==> src/rtl/alarma_zonas_param.sv <==
// N-zone alarm controller: entry delay, self-rearming timed silence, latched zone
// reporting and a 4-digit multiplexed 7-segment driver on an 11-bit {an,seg} bus.
module alarma_zonas_param #(
  parameter int N_SENS    = 4,
  parameter int DELAY_CYC = 8,
  parameter int SIL_CYC   = 16,
  parameter int SCAN_DIV  = 4
) (
  input  logic              CLK_ulong,
  input  logic              reset,
  input  logic              armar,
  input  logic              silenciar,
  input  logic [N_SENS-1:0] sensores,
  input  logic [N_SENS-1:0] mascara,
  output logic [2:0]        leds,
  output logic              sirena,
  output logic [N_SENS-1:0] zona_lat,
  output logic [10:0]       SSD
);

  typedef enum logic [2:0] {
    IDLE     = 3'd0,
    ARMED    = 3'd1,
    PENDING  = 3'd2,
    ALARM    = 3'd3,
    SILENCED = 3'd4
  } state_t;

  localparam logic [15:0] DELAY_LOAD = 16'(DELAY_CYC - 1);
  localparam logic [15:0] SIL_LOAD   = 16'(SIL_CYC - 1);
  localparam logic [15:0] DIV_LAST   = 16'(SCAN_DIV - 1);
  localparam logic [6:0]  SEG_BLANK  = 7'h7F;

  function automatic logic [6:0] hex7(input logic [3:0] v);
    case (v)
      4'h0: hex7 = 7'h40;
      4'h1: hex7 = 7'h79;
      4'h2: hex7 = 7'h24;
      4'h3: hex7 = 7'h30;
      4'h4: hex7 = 7'h19;
      4'h5: hex7 = 7'h12;
      4'h6: hex7 = 7'h02;
      4'h7: hex7 = 7'h78;
      4'h8: hex7 = 7'h00;
      4'h9: hex7 = 7'h10;
      4'hA: hex7 = 7'h08;
      4'hB: hex7 = 7'h03;
      4'hC: hex7 = 7'h46;
      4'hD: hex7 = 7'h21;
      4'hE: hex7 = 7'h06;
      4'hF: hex7 = 7'h0E;
      default: hex7 = SEG_BLANK;
    endcase
  endfunction

  // Scanning downwards lets the lowest set bit win.
  function automatic logic [3:0] lowest_set(input logic [N_SENS-1:0] z);
    logic [3:0] r;
    r = 4'd0;
    for (int i = N_SENS - 1; i >= 0; i--) begin
      if (z[i]) r = 4'(i);
    end
    return r;
  endfunction

  state_t            state_q, state_d;
  logic [15:0]       cnt_q, cnt_d;
  logic              sirena_q, sirena_d;
  logic [N_SENS-1:0] zona_q, zona_d;
  logic [N_SENS-1:0] s_meta_q, s_meta_d, s_sync_q, s_sync_d;
  logic [15:0]       div_q, div_d;
  logic [1:0]        idx_q, idx_d;
  logic [10:0]       ssd_q, ssd_d;
  logic [N_SENS-1:0] act_s;
  logic              cnt_zero_s;
  logic [6:0]        seg_s;
  logic [3:0]        an_s;

  assign act_s      = s_sync_q & ~mascara;
  assign cnt_zero_s = (cnt_q == 16'd0);

  // State register plus every datapath flop, all cleared by the async reset.
  always_ff @(posedge CLK_ulong or posedge reset) begin
    if (reset) begin
      state_q  <= IDLE;
      cnt_q    <= 16'd0;
      sirena_q <= 1'b0;
      zona_q   <= '0;
      s_meta_q <= '0;
      s_sync_q <= '0;
      div_q    <= 16'd0;
      idx_q    <= 2'd0;
      ssd_q    <= 11'h7FF;
    end else begin
      state_q  <= state_d;
      cnt_q    <= cnt_d;
      sirena_q <= sirena_d;
      zona_q   <= zona_d;
      s_meta_q <= s_meta_d;
      s_sync_q <= s_sync_d;
      div_q    <= div_d;
      idx_q    <= idx_d;
      ssd_q    <= ssd_d;
    end
  end

  // Next-state logic; disarm beats every other event.
  always_comb begin
    state_d = state_q;
    if ((state_q != IDLE) && !armar) begin
      state_d = IDLE;
    end else begin
      case (state_q)
        IDLE:     state_d = armar ? ARMED : IDLE;
        ARMED:    state_d = (|act_s) ? PENDING : ARMED;
        PENDING:  state_d = cnt_zero_s ? ALARM : PENDING;
        ALARM:    state_d = silenciar ? SILENCED : ALARM;
        SILENCED: begin
          if (cnt_zero_s) begin
            state_d = (|act_s) ? ALARM : ARMED;
          end else begin
            state_d = SILENCED;
          end
        end
        default:  state_d = IDLE;
      endcase
    end
  end

  // Counter, siren and zone latch, keyed on the transition being taken.
  always_comb begin
    cnt_d    = cnt_q;
    zona_d   = zona_q;
    sirena_d = sirena_q;
    s_meta_d = sensores;
    s_sync_d = s_meta_q;
    if (state_d == IDLE) begin
      cnt_d    = 16'd0;
      zona_d   = '0;
      sirena_d = 1'b0;
    end else begin
      case (state_q)
        ARMED: begin
          if (state_d == PENDING) begin
            zona_d = zona_q | act_s;
            cnt_d  = DELAY_LOAD;
          end else begin
            zona_d = zona_q;
          end
        end
        PENDING: begin
          zona_d = zona_q | act_s;
          if (!cnt_zero_s) begin
            cnt_d = cnt_q - 16'd1;
          end else begin
            sirena_d = 1'b1;
          end
        end
        ALARM: begin
          zona_d = zona_q | act_s;
          if (state_d == SILENCED) begin
            cnt_d    = SIL_LOAD;
            sirena_d = 1'b0;
          end else begin
            sirena_d = 1'b1;
          end
        end
        SILENCED: begin
          zona_d = zona_q | act_s;
          if (!cnt_zero_s) begin
            cnt_d = cnt_q - 16'd1;
          end else if (state_d == ALARM) begin
            sirena_d = 1'b1;
          end else begin
            zona_d = '0;
          end
        end
        default: begin
          cnt_d = cnt_q;
        end
      endcase
    end
  end

  // Digit scanner: divider, digit index and the digit contents.
  always_comb begin
    if (div_q == DIV_LAST) begin
      div_d = 16'd0;
      idx_d = idx_q + 2'd1;
    end else begin
      div_d = div_q + 16'd1;
      idx_d = idx_q;
    end
    case (idx_q)
      2'd0: begin
        an_s  = 4'b1110;
        seg_s = (zona_q == '0) ? SEG_BLANK : hex7(lowest_set(zona_q));
      end
      2'd1: begin
        an_s  = 4'b1101;
        seg_s = hex7({1'b0, state_q});
      end
      2'd2: begin
        an_s  = 4'b1011;
        seg_s = ((state_q == PENDING) || (state_q == SILENCED)) ? hex7(cnt_q[3:0]) : SEG_BLANK;
      end
      2'd3: begin
        an_s  = 4'b0111;
        seg_s = ((state_q == PENDING) || (state_q == SILENCED)) ? hex7(cnt_q[7:4]) : SEG_BLANK;
      end
      default: begin
        an_s  = 4'b1111;
        seg_s = SEG_BLANK;
      end
    endcase
    ssd_d = {an_s, seg_s};
  end

  assign leds     = state_q;
  assign sirena   = sirena_q;
  assign zona_lat = zona_q;
  assign SSD      = ssd_q;

endmodule

==> config.mk <==
export PLATFORM = sky130hd
export DESIGN_NAME = alarma_zonas_param
export DESIGN_NICKNAME = d
export VERILOG_FILES = /design/src/rtl/alarma_zonas_param.sv
export SDC_FILE = /design/constraint.sdc
export NUM_CORES = 1
export LEC_CHECK = 0
export ABC_AREA = 1
export BUFFER_PORTS_ARGS = -buffer_cell sky130_fd_sc_hd__buf_2
export CAP_MARGIN = 10
export CORE_ASPECT_RATIO = 0.75
export CORE_MARGIN = 1.5
export CORE_UTILIZATION = 35
export DETAILED_ROUTE_END_ITERATION = 12
export PLACE_DENSITY = 0.53
export SETUP_SLACK_MARGIN = 0.05
export SYNTH_ARGS = -nofsm -noshare
export SYNTH_HDL_FRONTEND = slang
export SYNTH_SLANG_ARGS = --single-unit
==> constraint.sdc <==
create_clock -name CLK_ulong -period 6 [get_ports CLK_ulong]
set_clock_uncertainty 0.2 [all_clocks]
set_input_delay 0.6 -clock CLK_ulong [delete_from_list [all_inputs] [get_ports CLK_ulong]]
set_output_delay 0.6 -clock CLK_ulong [all_outputs]
set_load 0.01 [all_outputs]
==> impl_metrics.py <==
metrics = {
    "synth": {
        "synth_adder_area_share_pct": 7.74,
        "yosys.area_share.xor_xnor_pct": 5.85,
        "synth.yosys.seq_area_share_pct": 38.1,
        "syn_area_um2": 4040,
        "postSynthRegisterBits": 61,
        "synth_top_family_by_area": "simple AND/OR/NAND/NOR gates",
        "simple_logic_cell_fraction_of_the_synthesized_area_pct": 29.3,
        "number_of_distinct_library_cells_after_synthesis": 36,
        "yosys-mux-area-fraction_pct": 0,
        "postSynth.asyncResetShare_pct": 100,
        "netlist_instances": 523,
        "syn_avg_cell_area_um2": 7.73,
        "synth-edff-count": 0,
        "postSynth.topFlopCell": "sky130_fd_sc_hd__dfrtp_1",
        "synth_nets": 560,
        "yosysWarnings": 0,
        "synth-compound-area-share_pct": 8.14,
    },
    "pwr": {
        "p_clk_share_pct": 26.8,
        "internal-power_uw": 1380,
        "power_leakage_uw": 0.00250,
        "share_comb_of_total_power_pct": 48.1,
        "seq_power_share_pct": 25.1,
        "p_per_area_nw_per_um2": 527,
        "switching_share_pct": 43.9,
        "p_sw_uw": 1080,
        "power.ir.vdd_worst_mv": 0.267,
    },
    "critical_path": {
        "critPathArrivalTime_ns": 2.92,
        "worstSetupEndpointType": "flip-flop",
        "critical_path_class": "flip-flop to flip-flop",
        "critical_path.startpoint_type": "flip-flop",
        "critPathMaxFanout": 24,
        "critPathRequiredTime_ns": 6.01,
        "r2r_cells": 12,
    },
    "final_layout": {
        "design.final.nets": 590,
        "post_route_cells_drive_above_1_share_pct": 15.6,
        "antenna-diode-count": 0,
        "layout_commonest_cell": "sky130_fd_sc_hd__nand2_1",
        "final_util_pct": 42.0,
        "area_delta_synth_final_pct": 15.3,
        "final_cell_mix": "sky130_fd_sc_hd__nand2_1, sky130_fd_sc_hd__inv_1, sky130_fd_sc_hd__nand3_1, sky130_fd_sc_hd__dfrtp_1, sky130_fd_sc_hd__nor2_1",
    },
    "global_routing": {
        "first_global_vias": 3189,
        "grt_overflow": 0,
        "grt_usage_pct": 15.9,
        "grt_max_degree": 62,
        "wire_length_of_the_first_global_routing_pass_um": 15300,
        "antenna_found_initial": 0,
    },
    "timing": {
        "final_period_minus_worst_setup_slack_ns": 2.91,
        "timing.final.crit_share_pct": 48.5,
        "fin_worst_hold_slack_ns": 0.145,
        "finalWorstSetupSlack_ns": 3.09,
        "slew_headroom_pct": 48.5,
        "finalSetupTns_ns": 0,
        "hold_violations": 0,
        "rsz0062_at_grt": "no",
        "timing.final.setup_violations": 0,
        "worst_pin_slew_ns": 0.773,
        "timing.final.max_slew_violations": 0,
        "achievable-frequency_ghz": 0.344,
    },
    "clock_tree": {
        "clock_sink_count": 61,
        "clockRootBuffer": "sky130_fd_sc_hd__clkbuf_16",
        "htree_num_levels": 3,
        "ctsLongestPathBuffers": 2,
        "cts_hold_buf": 0,
        "post_cts.repair.setup_buffers": 0,
        "cts_resized": 0,
        "cts-buffers-inserted": 9,
        "worst_skew_pair.late_latency_ns": 0.33,
        "cts_tree": "yes",
        "clkTransAtPathRegs_ns": 0.05,
    },
    "floorplan": {
        "die-width_um": 127,
        "i_o_pin_count": 31,
        "initial_core_util_pct": 36.4,
        "floorplan.core_area_um2": 11100,
        "fp-row-count": 33,
        "fp.dieArea_um2": 12200,
        "chip_height_um": 96.1,
    },
    "drt": {
        "first_iter_violations": 187,
        "vias": 3355,
        "finalWirelength_um": 8880,
        "postRouteAntennaNets": 0,
        "detail_route.wl_per_cell_um": 12.7,
        "drtPass1Iterations": 5,
        "post_drt_via_cell_ratio": 4.81,
        "drt_drc_violations_left": 0,
    },
    "status": {
        "outcome": "finished, final reports clean",
    },
    "placement": {
        "placement.io_buffers": 30,
        "dp_hpwl_um": 6680,
        "pre_cts_slack_ns": 3.08,
        "gp_congestion": 0.846,
    },
    "run": {
        "number_of_max_cap_violations": 0,
    },
    "worst_hold_path": {
        "min_path_type": "flip-flop to flip-flop",
        "hold_path_depth": 0,
    },
}
metal layers:
| layer | vias to the layer above | share of wire (%) | GRT usage (%) |
|---|---|---|---|
| met1 | 1548 | 53 | 22.6 |
| met5 | - | 0 | 0 |
| met3 | 11 | 4.6 | 3.84 |
| met4 | 0 | 1.3 | 5.21 |
| met2 | 80 | 41 | 23.6 |
| li1 | 1716 | - | - |
power by group through the flow:
stage          Clock (uW)  Sequential, uW  Combinational [uW]
6_report              657             616                1180
4_1_cts               672             616                1190
3_3_place_gp            0             621                1180
3_5_place_dp            0             623                1180
5_1_grt               692             631                1350
2_1_floorplan           0             589                1010
worst paths after layout:
check / start / endpoint / slack (ns)
worst max-delay path: leds[0]$_DFF_PP0_ / cnt_q[9]$_DFFE_PP0P_ / 3.09
worst min-delay path: s_meta_q[1]$_DFF_PP0_ / s_sync_q[1]$_DFF_PP0_ / 0.15
worst max register to register: leds[0]$_DFF_PP0_ / cnt_q[9]$_DFFE_PP0P_ / 3.09
worst min register to register: s_meta_q[1]$_DFF_PP0_ / s_sync_q[1]$_DFF_PP0_ / 0.15
max in group asynchronous: reset / cnt_q[1]$_DFFE_PP0P_ / 4.80
min in group asynchronous: reset / s_meta_q[2]$_DFF_PP0_ / 0.29
worst max-delay path, cell delays in order (launching register included):
cell and delay (ns):
sky130_fd_sc_hd__dfrtp_1 0.44, sky130_fd_sc_hd__inv_1 0.11, sky130_fd_sc_hd__ha_1 0.23, sky130_fd_sc_hd__nand2_1 0.14, sky130_fd_sc_hd__nand2_2 0.28, sky130_fd_sc_hd__nand3_1 0.22
sky130_fd_sc_hd__nand3_1 0.12, sky130_fd_sc_hd__nand2_2 0.12, sky130_fd_sc_hd__nand3_4 0.26, sky130_fd_sc_hd__nand3_4 0.27, sky130_fd_sc_hd__nand3_4 0.22, sky130_fd_sc_hd__nand2_1 0.11
sky130_fd_sc_hd__nand2_1 0.06
cell type report:
cell class	count	area, um2
inverters	91	344
multi-input cells	359	2060
fillers	1109	6450
flip-flops and latches	61	1540
clock inverters	5	129
repair buffers	31	158
well taps	140	175
clock buffers	11	253
Yosys cell counts (2+ instances only):
master / n / area, um2
sky130_fd_sc_hd__inv_2: 4 / 15.0
sky130_fd_sc_hd__o21ai_0: 28 / 140
sky130_fd_sc_hd__dfrtp_1: 50 / 1250
sky130_fd_sc_hd__nand2_1: 115 / 432
sky130_fd_sc_hd__a21oi_1: 14 / 70.1
sky130_fd_sc_hd__nor2_2: 2 / 12.5
sky130_fd_sc_hd__nand3_4: 3 / 52.6
sky130_fd_sc_hd__o31ai_1: 5 / 37.5
sky130_fd_sc_hd__nand3_2: 3 / 30.0
sky130_fd_sc_hd__nor2_4: 2 / 22.5
sky130_fd_sc_hd__xor2_1: 21 / 184
sky130_fd_sc_hd__inv_1: 84 / 315
sky130_fd_sc_hd__ha_1: 25 / 313
sky130_fd_sc_hd__o2111ai_1: 3 / 26.3
sky130_fd_sc_hd__clkbuf_1: 3 / 11.3
sky130_fd_sc_hd__nor2_1: 40 / 150
sky130_fd_sc_hd__buf_4: 4 / 30.0
sky130_fd_sc_hd__nand2_2: 7 / 43.8
sky130_fd_sc_hd__nand2_4: 2 / 22.5
sky130_fd_sc_hd__buf_6: 5 / 56.3
sky130_fd_sc_hd__o211ai_1: 4 / 30.0
sky130_fd_sc_hd__nor4_1: 2 / 12.5
sky130_fd_sc_hd__nor3_1: 4 / 20.0
sky130_fd_sc_hd__nand3_1: 57 / 285
sky130_fd_sc_hd__dfstp_2: 11 / 289
sky130_fd_sc_hd__clkinv_1: 2 / 7.51
sky130_fd_sc_hd__nand4_1: 9 / 56.3
sky130_fd_sc_hd__xnor2_1: 6 / 52.6
state kept, by name, summed over array words and instances (netlist names):
signal / cells
s_meta_q: 4
div_q: 16
cnt_q: 16
s_sync_q: 4
zona_lat: 4
idx_q: 2
leds: 3
SSD: 11
sirena: 1
logic make-up (layout without fill, tap and decap cells):
kind of cell,Yosys count,count (layout)
AO/OA/AOI/OAI,57,57
XOR/XNOR,27,27
buffers and inverters,103,138
adder cells (fa/ha/maj),25,25
AND/OR/NAND/NOR,250,250
flip-flops,61,61
stage by stage:
step | std cells | instance area (um2) | power, uW
2_1_floorplan | 523 | 4040 | 1600
3_3_place_gp | 682 | 4280 | 1800
3_5_place_dp | 682 | 4280 | 1810
4_1_cts | 698 | 4660 | 2480
5_1_grt | 698 | 4660 | 2670
6_report | 698 | 4660 | 2450
No activity file was read; power rests on OpenSTA's default activity.
